--- src/rtl/updown_counter_pkg.sv ---
// Purpose: shared constants and helpers for the parametrised up/down counter.
// Latency: n/a (package only).
// Backpressure: n/a.
package updown_counter_pkg;

    // Direction encoding as seen on status/dir_q.
    localparam bit DIR_UP   = 1'b0;
    localparam bit DIR_DOWN = 1'b1;

    // Boundary behaviour selected by the SATURATE parameter.
    localparam bit MODE_WRAP = 1'b0;
    localparam bit MODE_SAT  = 1'b1;

    // Limit a value to the counter's terminal value.
    function automatic int unsigned clamp_max(input int unsigned val, input int unsigned max);
        return (val > max) ? max : val;
    endfunction

endpackage

--- src/rtl/dir_change_det.sv ---
// Purpose: registers the requested direction and flags a pending direction change.
// Latency: dir_q follows status one clk edge later; dir_chg is combinational.
// Backpressure: none.
//   Ports: clk, rst (async active-high), status (requested direction),
//          dir_q (direction in effect), dir_chg (status differs from dir_q).
module dir_change_det
    import updown_counter_pkg::*;
(
    input  logic clk,
    input  logic rst,
    input  logic status,
    output logic dir_q,
    output logic dir_chg
);

    // Every rule that touches the direction (load or change) lands on status,
    // and when neither applies status already equals dir_q, so a plain
    // register is exact.
    always_ff @(posedge clk or posedge rst) begin
        if (rst) begin
            dir_q <= DIR_UP;
        end else begin
            dir_q <= status;
        end
    end

    assign dir_chg = (status != dir_q);

endmodule

--- src/rtl/updown_counter_param.sv ---
// Purpose: up/down counter with modulus, load, enable, wrap/saturate, reload on direction change.
// Latency: count/ovf/dir_q update one clk edge after inputs; tc is combinational.
// Backpressure: none; en qualifies steps, load and direction change take priority.
//   Ports: clk, rst (async active-high), en, status (0 up / 1 down), load, load_val,
//          count, tc (next enabled step crosses boundary), ovf (boundary pulse), dir_q.
module updown_counter_param
    import updown_counter_pkg::*;
#(
    parameter int WIDTH         = 4,
    parameter int MAX_VAL       = 2**WIDTH - 1,
    parameter bit SATURATE      = MODE_WRAP,
    parameter bit RELOAD_ON_DIR = 1'b1
)(
    input  logic             clk,
    input  logic             rst,
    input  logic             en,
    input  logic             status,
    input  logic             load,
    input  logic [WIDTH-1:0] load_val,
    output logic [WIDTH-1:0] count,
    output logic             tc,
    output logic             ovf,
    output logic             dir_q
);

    if (WIDTH < 2 || MAX_VAL < 1 || MAX_VAL >= 2**WIDTH) begin : g_bad_params
        $error("updown_counter_param: need WIDTH>=2 and 1<=MAX_VAL<2**WIDTH");
    end

    localparam logic [WIDTH-1:0] MAX_W = WIDTH'(MAX_VAL);

    logic             dir_chg;
    logic             at_bound;
    logic [WIDTH-1:0] load_clamped;
    logic [WIDTH-1:0] count_d;
    logic             ovf_d;

    dir_change_det u_dir (
        .clk     (clk),
        .rst     (rst),
        .status  (status),
        .dir_q   (dir_q),
        .dir_chg (dir_chg)
    );

    assign load_clamped = WIDTH'(clamp_max(32'(load_val), 32'(MAX_VAL)));

    // Boundary for the direction currently in effect (never raw status).
    assign at_bound = (dir_q == DIR_DOWN) ? (count == '0) : (count == MAX_W);

    // A step only happens when neither load nor a direction change pre-empts it.
    assign tc = en & ~load & ~dir_chg & at_bound;

    always_comb begin
        count_d = count;
        ovf_d   = 1'b0;
        if (load) begin
            count_d = load_clamped;
        end else if (dir_chg) begin
            if (RELOAD_ON_DIR) begin
                count_d = (status == DIR_DOWN) ? MAX_W : '0;
            end
        end else if (en) begin
            if (at_bound) begin
                ovf_d = 1'b1;
                if (SATURATE == MODE_WRAP) begin
                    count_d = (dir_q == DIR_DOWN) ? MAX_W : '0;
                end
            end else if (dir_q == DIR_DOWN) begin
                count_d = count - WIDTH'(1);
            end else begin
                count_d = count + WIDTH'(1);
            end
        end
    end

    always_ff @(posedge clk or posedge rst) begin
        if (rst) begin
            count <= '0;
            ovf   <= 1'b0;
        end else begin
            count <= count_d;
            ovf   <= ovf_d;
        end
    end

endmodule

--- config.mk ---
export PLATFORM = sky130hd
export DESIGN_NAME = updown_counter_param
export DESIGN_NICKNAME = d
export VERILOG_FILES = /design/src/rtl/updown_counter_pkg.sv /design/src/rtl/dir_change_det.sv /design/src/rtl/updown_counter_param.sv
export SDC_FILE = /design/constraint.sdc
export NUM_CORES = 1
export LEC_CHECK = 0
export BUFFER_PORTS_ARGS = -buffer_cell sky130_fd_sc_hd__buf_2
export CAP_MARGIN = 20
export CELL_PAD_IN_SITES_DETAIL_PLACEMENT = 0
export CELL_PAD_IN_SITES_GLOBAL_PLACEMENT = 1
export CORE_AREA = 2 2 39 41
export DETAILED_ROUTE_END_ITERATION = 6
export DIE_AREA = 0 0 41 43
export PLACE_DENSITY_LB_ADDON = 0.05
export SYNTH_ARGS = -nofsm -noshare
export SYNTH_HDL_FRONTEND = slang
export SYNTH_SLANG_ARGS = --single-unit
--- constraint.sdc ---
create_clock -name clk -period 5.4 [get_ports clk]
set_clock_uncertainty 0.1 [all_clocks]
set_input_delay 0.27 -clock clk [delete_from_list [all_inputs] [get_ports clk]]
set_output_delay 0.27 -clock clk [all_outputs]
set_load 0.01 [all_outputs]
Yosys cells after proc, flatten, opt, wreduce, memory -nomap -nowiden
Cells that the tools add are included.

storage, ports and cells
  input port bits = 9
  register bits = 6

cells by class
  bitwise logic cells = 5
  eq/ne operators = 2
  reduce and logical (&&, ||, !) cells = 2
  mux-type cells = 12
  add/sub/neg operators = 2

operators by type and width
  kind                                              count
  two-way mux 4 bit                                 7
  two-way mux 1 bit                                 5
  adder 4 x 1 -> 4 bit, second input constant       1
  equality test 4 bit, second input constant        1
  zero test 4 bit                                   1
  subtractor 4 x 1 -> 4 bit, second input constant  1
  bitwise AND 1 bit                                 3
  nonzero test 3 bit                                1
  NOT 1 bit                                         2
  inequality test 1 bit                             1

Depth between registers and ports, before layout
Gate-level depths: netlist (run 1).

  depth after elaboration = 6
  gate-level depth with buffers = 5
  mapped depth without buffers = 5

Modules after synthesis
From an unflattened synthesis (run 1), not the netlist that was laid out.

second synthesis, totals
  cells, all modules = 53
  area, all modules = 484.2 um2

by module, submodules not included
  module                sequential area each (um2)  area each (um2)  cells each  times used
  updown_counter_param  125.1                       446.7            50          1
  dir_change_det        25.0                        37.5             3           1

Worst setup path after synthesis (run 1)
OpenSTA, ideal clock, no wires.

  path kind = register -> register
  start point = register u_dir.dir_q
  end point = register count[3]
  data required time = 5230 ps
  slack = 3642 ps
  arrival time = 1588 ps
  cell stages (with the launch flop) = 6
  buffers on the path = 0
  period minus slack after synthesis = 1758 ps
  path through = dfrtp_1 ha_1 a21oi_1 a21oi_1 or4_1 nand3_1

on the way
  cells in the longest elaborated chain, start to end = 5

RTL lines
  element                                          RTL line                    source
  from (decl)                                      dir_change_det.sv:12        output logic dir_q,
  from (signal assigned)                           dir_change_det.sv:23        dir_q <= status;
  two-way mux 4 bit, or another cell as far along  updown_counter_param.sv:69  end else if (dir_q == DIR_DOWN) begin
  two-way mux 4 bit                                updown_counter_param.sv:64  if (at_bound) begin
  two-way mux 4 bit                                updown_counter_param.sv:63  end else if (en) begin
  two-way mux 4 bit                                updown_counter_param.sv:59  end else if (dir_chg) begin
  two-way mux 4 bit                                updown_counter_param.sv:57  if (load) begin
  to (signal assigned)                             updown_counter_param.sv:82  count <= count_d;
  to (decl)                                        updown_counter_param.sv:20  output logic [WIDTH-1:0] count,

Parallel ways exist; a longest one is shown, timed or not. The select of a mux whose other input is x is not followed.
A chain may end at the register's enable or synchronous reset.

Worst setup path after layout (run 1)
  start point = register u_dir.dir_q
  end point = output tc

on the way
  cells in the longest elaborated chain, start to end = 4

RTL lines
  element                RTL line                    source
  inequality test 1 bit  dir_change_det.sv:27        assign dir_chg = (status != dir_q);
  NOT 1 bit              updown_counter_param.sv:52  assign tc = en & ~load & ~dir_chg & at_bound;
  bitwise AND 1 bit      updown_counter_param.sv:52
  bitwise AND 1 bit (*)  updown_counter_param.sv:52
  to (decl)              updown_counter_param.sv:21  output logic tc,

Every way passes the cells marked *; elsewhere a longest branch is shown, timed or not.

==> results of run 1 <==
[per-stage QoR]
step / util [%] / cell area [um2] / worst slack (ps) / std cells
floorplan: - / 443 / 3640 / 48
global placement: 38.6 / 534 / 3610 / 78
detailed placement: 38.6 / 534 / 3600 / 78
CTS: 41.0 / 567 / 3480 / 82
global route: 41.0 / 567 / 3380 / 82
finish: 41.0 / 567 / 3490 / 82
[final cells by class]
| type | instances | share of cell area, % |
|---|---|---|
| Clock buffer | 3 | 3.97 |
| Sequential cell | 6 | 26.5 |
| Timing Repair Buffer | 16 | 15.0 |
| Multi-Input combinational cell | 36 | 47.7 |
| Tap cell | 16 | 3.53 |
| Inverter | 5 | 3.31 |
[layout by cell type (no fill, tap or decap), drive strengths merged, types with 2 or more instances in the layout]
| cell type | n |
|---|---|
| and3 | 3 |
| a22oi | 2 |
| clkbuf | 3 |
| dfrtp | 6 |
| buf | 15 |
| nand3 | 2 |
| o41ai | 2 |
| xor2 | 2 |
| ha | 2 |
| a21oi | 5 |
| o21ai | 2 |
| inv | 5 |
[cells by family after synthesis]
group                    count (synthesis)  share of synthesized area, %
AND/OR/NAND/NOR                         13                          17.2
multiplexers                             1                          2.54
XOR/XNOR                                 3                          5.93
flip-flops                               6                          33.9
AO/OA/AOI/OAI                           15                          22.9
buffers and inverters                    6                          5.08
adder cells (fa/ha/maj)                  4                          12.4
[worst reg2reg max path, stage by stage (launching register included)]
cell and delay (ps):
dfrtp_1 460, ha_1 350, a21oi_1 190, a21oi_1 110
or4_1 470, nand3_1 90
[where the power goes]
group          internal (mW)  leakage (nW)  switching [mW]
clock                 0.0252        0.0138          0.0177
combinational         0.0214         0.198          0.0234
sequential            0.0500        0.0735         0.00838
total                 0.0967         0.285          0.0495
[routing by layer]
metal,vias to the layer above,routed length (um),part of all wire [%],GRT usage (%)
met2,18,491,46,20.6
li1,217,-,-,-
met5,-,0,0,0
met3,0,88,8.3,7.85
met1,200,480,45,23.2
met4,0,0,0,7.33
[state kept, by name, indices dropped and copies added (netlist names)]
register     flops
count            4
ovf              1
u_dir.dir_q      1
[final timing paths]
check	from	end	slack [ps]	depth (start not counted)
hold / removal	status	u_dir.dir_q$_DFF_PP0_	110	1
hold reg to reg	count[2]$_DFFE_PP0P_	count[2]$_DFFE_PP0P_	510	2
min in group asynchronous	rst	ovf$_DFF_PP0_	380	3
setup reg to reg	u_dir.dir_q$_DFF_PP0_	count[3]$_DFFE_PP0P_	3570	5
max in group asynchronous	rst	count[3]$_DFFE_PP0P_	4620	3
setup / recovery	u_dir.dir_q$_DFF_PP0_	tc	3490	5
==> out/metrics.cfg, run 1 <==
[global_routing]
grt_pass1_wl_um = 1890
overflow = 0
grt_max_degree = 9
grt_pass1_vias = 423
grt.total_usage_pct = 16.5
antenna_found_initial = 0

[worst_setup_path]
cpPeakStageDelay_ps = 460
cp-end-kind = output pin
path_buf_inv = 2
cp_max_fo = 8
slowest_stage = dfrtp_1
cp_top_family = flip-flops
critical_path_class = flop to output pin
cp-start-kind = flop
cp_data_required_time_ps = 5030
cp.arrival_ps = 1540
path_cells = inv_1 -> nand4_1 -> o41ai_1 -> and3_1 -> buf_2

[clock_network]
clockBufferDepth = 2
hold_buffers = 1
root_buffer = clkbuf_4
path_clk_slew_ps = 50
post_cts_buffers = 0
cts_tree = built
ctsResizeCount = 0
cts_sinks = 6
cts_buffers = 3
htreeDepth = 1
clk_latency_ps = 250

[flow_run]
cap_viol_max_count = 0

[finish]
seqCellArea_um2 = 150
nets = 80
diodes = 0
syn_to_final_growth_pct = 28.0
multi_input_area_um2 = 270
drive_gt1_share_pct = 30.3
fillers = 152

[timing]
finalSetupTns_ps = 0
rsz0062_at_grt = no
finalHoldViolations = 0
max-slew-margin-rel_pct = 64.9
hold_slack_ps = 109
period_minus_slack_ps = 1910
max_freq_ghz = 0.524
final_max_slew_viol_count = 0
period_share_pct = 35.3
setup_viol = 0
tightestPinTransition_ps = 520

[yosys]
async_flop_share_pct = 100
ys_top_cells_by_area = dfrtp_1 34%, a21oi_1 5.6%, ha_1 5.6%, fa_1 4.5%, and3_1 4.2%
synth_edf_count = 0
ys_seq_elements = 6
yosys.area.top_type = dfrtp_1
syn_nets = 60
syn_avg_cell_area_um2 = 9.23
synthCells = 48
yosys_warnings = 0
synth_cell_types = 27
synth_most_common_cell = dfrtp_1
synth_top_cell_area_share_pct = 33.9
synthTopCellsByCount = 6 x dfrtp_1, 5 x a21oi_1, 5 x inv_1
synth.cell_area_um2 = 443
synth_top_flop_cell = dfrtp_1
ys_seq_area_share_pct = 33.9

[route]
first_pass_iters = 4
drt_iter0_drc = 13
wire_per_inst_um = 12.9
ant_nets = 0
drcViolationCount = 0
vias = 435
wl_um = 1060
viasPerCell = 5.30

[die]
fp.dieH_um = 43
start_util_pct = 32.0
core-area_mm2 = 0.00138
die_w_um = 41
rows = 14
num_io_pins = 16
dieArea_mm2 = 0.00176

[place]
port_buffers = 15
dp_hpwl_um = 831
gp_congestion = 0.776

[pwr]
leakagePower_nw = 0.285
ir_drop_mv = 0.102
power.total_uw = 146
powerDensity_mw_per_mm2 = 258

[run_status]
status = finished clean

[hold_path]
min_path_type = input pin to flop

Note: power is estimated with default switching activity, not from simulation.
==> inputs of run 2 (changes only) <==
ABC_AREA = 1   (was not set)
CORE_AREA = not set   (was 2 2 39 41)
CORE_MARGIN = 2   (was not set)
CORE_UTILIZATION = 32   (was not set)
DIE_AREA = not set   (was 0 0 41 43)
clock period = 1.8 ns   (was 5.4 ns; I/O delays follow)
==> out/metrics.cfg, run 2 <==
[yosys]
synth_most_common_cell = nand2_1  ; was dfrtp_1
syn_nets = 89  ; was 60
synth.cell_area_um2 = 500  ; was 443 um2
synthCells = 77  ; was 48
synth_top_cell_area_share_pct = 30.0  ; was 33.9%
ys_seq_elements = 6  ; unchanged
synthTopCellsByCount = 29 x nand2_1, 13 x inv_1, 6 x dfrtp_1  ; was 6 x dfrtp_1, 5 x a21oi_1, 5 x inv_1
yosys_warnings = 0  ; unchanged
ys_top_cells_by_area = dfrtp_1 30%, nand2_1 22%, inv_1 9.7%, a21oi_1 5.0%, ha_1 5.0%  ; was dfrtp_1 34%, a21oi_1 5.6%, ha_1 5.6%, fa_1 4.5%, and3_1 4.2%
synth_cell_types = 17  ; was 27
async_flop_share_pct = 100  ; unchanged
synth_edf_count = 0  ; unchanged
yosys.area.top_type = dfrtp_1  ; unchanged
synth_top_flop_cell = dfrtp_1  ; unchanged
syn_avg_cell_area_um2 = 6.50  ; was 9.23 um2
ys_seq_area_share_pct = 30.0  ; was 33.9%

[pwr]
power.total_uw = 509  ; was 146 uW
power_frac_clock_pct = 23.5  ; was 29.4%
intPower_uw = 325  ; was 96.7 uW
powerDensity_mw_per_mm2 = 741  ; was 258 mW/mm2
switchingPower_uw = 184  ; was 49.5 uW
ir_drop_mv = 0.743  ; was 0.102 mV
sw_frac_of_total_pct = 36.1  ; was 33.9%
pwr-share-seq_pct = 32.7  ; was 39.9%
leakagePower_nw = 0.406  ; was 0.285 nW
combPwrFrac_pct = 43.8  ; was 30.7%

[worst_setup_path]
cp_data_required_time_ps = 1820  ; was 5030 ps
cp-end-kind = flop  ; was output pin
critical_path_class = flop to flop  ; was flop to output pin
cp-start-kind = flop  ; unchanged
cp.arrival_ps = 1700  ; was 1540 ps
worst-r2r-cell-count = 8  ; was 5
cp_max_fo = 7  ; was 8

[route]
ant_nets = 0  ; unchanged
vias = 543  ; was 435
wl_um = 1340  ; was 1060 um
drt_iter0_drc = 5  ; was 13
viasPerCell = 4.56  ; was 5.30
drcViolationCount = 0  ; unchanged
wire_per_inst_um = 11.3  ; was 12.9 um
first_pass_iters = 4  ; unchanged

[clock_network]
clockBufferDepth = 2  ; unchanged
path_clk_slew_ps = 50  ; about the same
cts_sinks = 6  ; unchanged
root_buffer = clkbuf_4  ; unchanged
cts_buffers = 3  ; unchanged
clk_latency_ps = 240  ; was 250 ps
htreeDepth = 1  ; unchanged
cts_tree = built  ; unchanged

[die]
dieArea_mm2 = 0.00190  ; was 0.00176 mm2
core-area_mm2 = 0.00149  ; was 0.00138 mm2
die_w_um = 43.5  ; was 41 um
fp.dieH_um = 43.5  ; was 43 um
num_io_pins = 16  ; unchanged
start_util_pct = 33.6  ; was 32.0%
rows = 14  ; unchanged

[finish]
final_cell_mix = 29 x nand2_1, 15 x buf_2, 13 x inv_1  ; was 15 x buf_2, 6 x dfrtp_1, 5 x inv_1, 5 x a21oi_1
diodes = 0  ; unchanged
largest-register = count  ; unchanged
multi_input_area_um2 = 294  ; was 270 um2
reg_top3 = count: 4 flops, ovf: 1 flops, u_dir.dir_q: 1 flops  ; unchanged
fillers = 169  ; was 152
final_common_cell = nand2_1  ; was buf_2
nets = 117  ; was 80
syn_to_final_growth_pct = 37.3  ; was 28.0%
drive_gt1_share_pct = 31.1  ; was 30.3%
largest_reg_flops = 4  ; unchanged
seqCellArea_um2 = 151  ; was 150 um2

[timing]
rsz0062_at_grt = no  ; unchanged
period_share_pct = 93.5
tightestPinTransition_ps = 228  ; was 520 ps
setup_viol = 0  ; unchanged
finalSetupTns_ps = 0  ; unchanged
period_minus_slack_ps = 1680
finalHoldViolations = 0  ; unchanged
max-slew-margin-rel_pct = 84.8  ; was 64.9%
final_max_slew_viol_count = 0  ; unchanged
max_freq_ghz = 0.594

[global_routing]
grt_max_degree = 8  ; was 9
grt_pass1_wl_um = 2290  ; was 1890 um
grt.total_usage_pct = 16.7  ; was 16.5%
overflow = 0  ; unchanged
antenna_found_initial = 0  ; unchanged
grt_pass1_vias = 523  ; was 423

[run_status]
status = finished clean  ; unchanged

[place]
gp_congestion = 0.747  ; was 0.776
dp_hpwl_um = 1040  ; was 831 um
port_buffers = 15  ; unchanged

[flow_run]
cap_viol_max_count = 0  ; unchanged

[hold_path]
min_path_type = input pin to flop  ; unchanged
min_path_cells = 3  ; was 1

[run 2: cell types whose count changed after synthesis, sizes merged, moves of 2 or more]
cell	previous run	this run
inv	5	15
xor2	2	0
o41ai	2	0
nor2	1	5
and3	3	0
nand2	1	33
[run 2: cells by family (layout without fill, tap and decap cells)]
group           Yosys count  in the layout  share of synthesized area [%]
flops                     6              6                           30.0
buf+inv                  15             41                           11.3
compound gates            9              9                           9.50
fa+ha+maj                 3              3                           9.00
xor+xnor                  1              1                           1.75
simple gates             43             43                           38.5
[run 2: repair_timing]
action / CTS / global route
setup endpoints to repair: 0 / 1
hold endpoints to repair: 8 / 0
resized for setup: 0 / 1
setup buffers: 0 / 1
hold buffers: 3 / 0
[run 2: metal layers]
metal | part of all wire [%] | wire [um] | track usage, % | vias to the layer above
met1 | 45 | 606 | 20.3 | 238
li1 | - | - | - | 287
met4 | 1.0 | 14 | 4.85 | 0
met5 | 0 | 0 | 0 | -
met2 | 49 | 658 | 28.2 | 16
met3 | 4.6 | 62 | 5.00 | 2
[run 2: power by group through the flow]
| stage | sequential (mW) | combinational [mW] | clock [mW] |
|---|---|---|---|
| after floorplan | 0.180 | 0.124 | 0 |
| after global placement | 0.167 | 0.219 | 0 |
| after detailed placement | 0.168 | 0.218 | 0 |
| after CTS | 0.166 | 0.225 | 0.123 |
| after global routing | 0.168 | 0.258 | 0.132 |
| final | 0.166 | 0.223 | 0.120 |
[run 2: through the flow]
step / cells / area [um2] / util [%] / hold slack (ps) / setup WS, ps
floorplan: 77 / 500 / - / -219 / 200
global placement: 112 / 626 / 42.0 / -91.6 / 97.9
detailed placement: 112 / 626 / 42.0 / -89.3 / 96.8
CTS: 118 / 678 / 45.5 / 24.0 / 67.6
global route: 119 / 687 / 46.1 / 72.8 / 3.13
finish: 119 / 687 / 46.1 / 30.1 / 117
[run 2: final timing paths]
path / start / endpoint / slack [ps]
setup / recovery: u_dir.dir_q$_DFF_PP0_ / count[3]$_DFFE_PP0P_ / 120
hold / removal: load / count[3]$_DFFE_PP0P_ / 30
setup reg to reg: u_dir.dir_q$_DFF_PP0_ / count[3]$_DFFE_PP0P_ / 120
hold reg to reg: count[2]$_DFFE_PP0P_ / count[2]$_DFFE_PP0P_ / 530
max in group asynchronous: rst / u_dir.dir_q$_DFF_PP0_ / 1170
min in group asynchronous: rst / count[2]$_DFFE_PP0P_ / 220
[run 2: layout make-up]
type	count	share of cell area, %
clock buffers	3	3.28
repair buffers	23	20.8
multi-input cells	56	42.8
inverters	15	8.20
flip-flops and latches	6	22.0
well taps	16	2.91
[run 2: critical path: stages (launching register included)]
cell and delay (ps):
dfrtp_2 450, ha_1 330, or2_2 310, nand3_1 80
nand2_1 60, nand2_1 60, nand2_1 50, nand2_1 70
nand2_1 50
==> inputs of run 3 (changes only) <==
ABC_AREA = 0   (was 1)
CORE_UTILIZATION = 30   (was 32)
clock period = 1.5 ns   (was 1.8 ns; I/O delays follow)
==> out/metrics.cfg, run 3 (synthesis results as in run 1) <==
[run_status]
status = complete, but fails checks  ; was finished clean
violations = setup timing

[place]
dp.cells = 86  ; was 112
gp_congestion = 0.726  ; was 0.747
port_buffers = 15  ; unchanged
dp_hpwl_um = 990  ; was 1040 um

[timing]
max_freq_ghz = 0.580
rsz0062_at_grt = yes  ; was no
hold_slack_ps = 14.6  ; was 30.1 ps
period_minus_slack_ps = 1730
final_max_slew_viol_count = 0  ; unchanged
worst_slack_ps = -225  ; was 117 ps
tightestPinTransition_ps = 464  ; was 228 ps
period_share_pct = 115
max-slew-margin-rel_pct = 68.7  ; was 84.8%
finalHoldViolations = 0  ; unchanged
setup_viol = 4  ; was 0

[route]
ant_nets = 0  ; unchanged
wl_um = 1460  ; was 1340 um
wire_per_inst_um = 14.7  ; was 11.3 um
drcViolationCount = 0  ; unchanged
drt_iter0_drc = 18  ; was 5
first_pass_iters = 5  ; was 4
vias = 549  ; was 543
viasPerCell = 5.55  ; was 4.56

[finish]
largest_reg_flops = 4  ; unchanged
final_common_cell = buf_2  ; was nand2_1
multi_input_area_um2 = 364  ; was 294 um2
final_core_util_pct = 60.6  ; was 46.1%
diodes = 0  ; unchanged
syn_to_final_growth_pct = 82.5  ; was 37.3%
final_cell_mix = 15 x buf_2, 12 x buf_4, 5 x dlygate4sd3_1, 4 x inv_1  ; was 29 x nand2_1, 15 x buf_2, 13 x inv_1
final_cells = 99  ; was 119
seqCellArea_um2 = 154  ; was 151 um2
largest-register = count  ; unchanged
reg_top3 = count: 4 flops, ovf: 1 flops, u_dir.dir_q: 1 flops  ; unchanged
fillers = 121  ; was 169
drive_gt1_share_pct = 60.7  ; was 31.1%
nets = 97  ; was 117

[worst_setup_path]
cp_data_required_time_ps = 1320  ; was 1820 ps
ff2ff_setup_slack_ps = -200  ; was 120 ps
cp-end-kind = output pin  ; was flop
cp-start-kind = flop  ; unchanged
cp_max_fo = 4  ; was 7
cp.arrival_ps = 1550  ; was 1700 ps
critical_path_class = flop to output pin  ; was flop to flop

[pwr]
powerDensity_mw_per_mm2 = 871  ; was 741 mW/mm2
intPower_uw = 456  ; was 325 uW
leakagePower_nw = 0.397  ; was 0.406 nW
switchingPower_uw = 248  ; was 184 uW
pwr-share-seq_pct = 30.8  ; was 32.7%
power_frac_clock_pct = 24.4  ; was 23.5%
power.total_uw = 704  ; was 509 uW
sw_frac_of_total_pct = 35.2  ; was 36.1%
combPwrFrac_pct = 44.8  ; was 43.8%
ir_drop_mv = 0.454  ; was 0.743 mV

[die]
die_w_um = 42.4  ; was 43.5 um
num_io_pins = 16  ; unchanged
start_util_pct = 33.2  ; was 33.6%
rows = 13  ; was 14
dieArea_mm2 = 0.00180  ; was 0.00190 mm2
fp.dieH_um = 42.4  ; was 43.5 um
core-area_mm2 = 0.00133  ; was 0.00149 mm2

[global_routing]
grt_max_degree = 9  ; was 8
overflow = 0  ; unchanged
antenna_found_initial = 0  ; unchanged
grt_pass1_vias = 538  ; was 523
grt_pass1_wl_um = 2440  ; was 2290 um
grt.total_usage_pct = 18.2  ; was 16.7%

[clock_network]
cts_sinks = 6  ; unchanged
root_buffer = clkbuf_4  ; unchanged
htreeDepth = 1  ; unchanged
clk_latency_ps = 260  ; was 240 ps
cts_tree = built  ; unchanged
cts_buffers = 3  ; unchanged
clockBufferDepth = 2  ; unchanged
path_clk_slew_ps = 50  ; about the same

[flow_run]
cap_viol_max_count = 0  ; unchanged

[hold_path]
min_path_type = input pin to flop  ; unchanged

==> run 3: final timing paths <==
kind / start / depth (start not counted) / endpoint
worst max-delay path: count[1]$_DFFE_PP0P_ / 4 / tc
worst min-delay path: load_val[3] / 3 / count[3]$_DFFE_PP0P_
worst max register to register: u_dir.dir_q$_DFF_PP0_ / 5 / count[3]$_DFFE_PP0P_
worst min register to register: count[3]$_DFFE_PP0P_ / 2 / count[3]$_DFFE_PP0P_
max in group asynchronous: rst / 3 / count[2]$_DFFE_PP0P_
min in group asynchronous: rst / 3 / ovf$_DFF_PP0_
==> run 3: power by group through the flow <==
stage	Combinational, mW	Clock (mW)	Sequential (mW)
floorplan	0.118	0	0.220
global route	0.342	0.191	0.220
detailed placement	0.224	0	0.213
global placement	0.223	0	0.212
CTS	0.270	0.174	0.214
finish	0.315	0.172	0.216
==> run 3: critical path, stage by stage, from the launching register on <==
cell     delay, ps
dfrtp_1        420
buf_4          170
o41ai_4        380
and3_1         210
buf_2          120
==> run 3: cell type report <==
class | instances | area share [%]
clock buffers | 4 | 3.25
inverters | 5 | 2.32
multi-input cells | 36 | 45.0
flip-flops and latches | 6 | 19.0
well taps | 15 | 2.32
repair buffers | 33 | 28.0
==> run 3: metrics by stage <==
step                      setup slack, ps  area (um2)  setup TNS, ps
after global routing                 -273         808           -865
after CTS                            -193         771           -698
after floorplan                      -132         473           -132
final                                -225         808           -589
after global placement               -191         631           -475
after detailed placement             -172         631           -385
==> run 3: routing by layer <==
| metal | track usage [%] | part of all wire (%) | up-vias | routed length, um |
|---|---|---|---|---|
| met3 | 5.17 | 6.3 | 5 | 92 |
| met4 | 5.63 | 2.2 | 0 | 32 |
| met5 | 0 | 0 | - | 0 |
| met1 | 20.8 | 39 | 268 | 574 |
| li1 | - | - | 253 | - |
| met2 | 32.3 | 52 | 23 | 756 |
==> run 3: what timing repair did <==
item / 4_1_cts / 5_1_grt
hold buffers: 5 / 0
pin swaps: 2 / 7
setup buffers: 5 / 2
gates resized for setup: 4 / 13
endpoints found under the hold margin: 10 / 0
setup endpoints to repair: 5 / 5
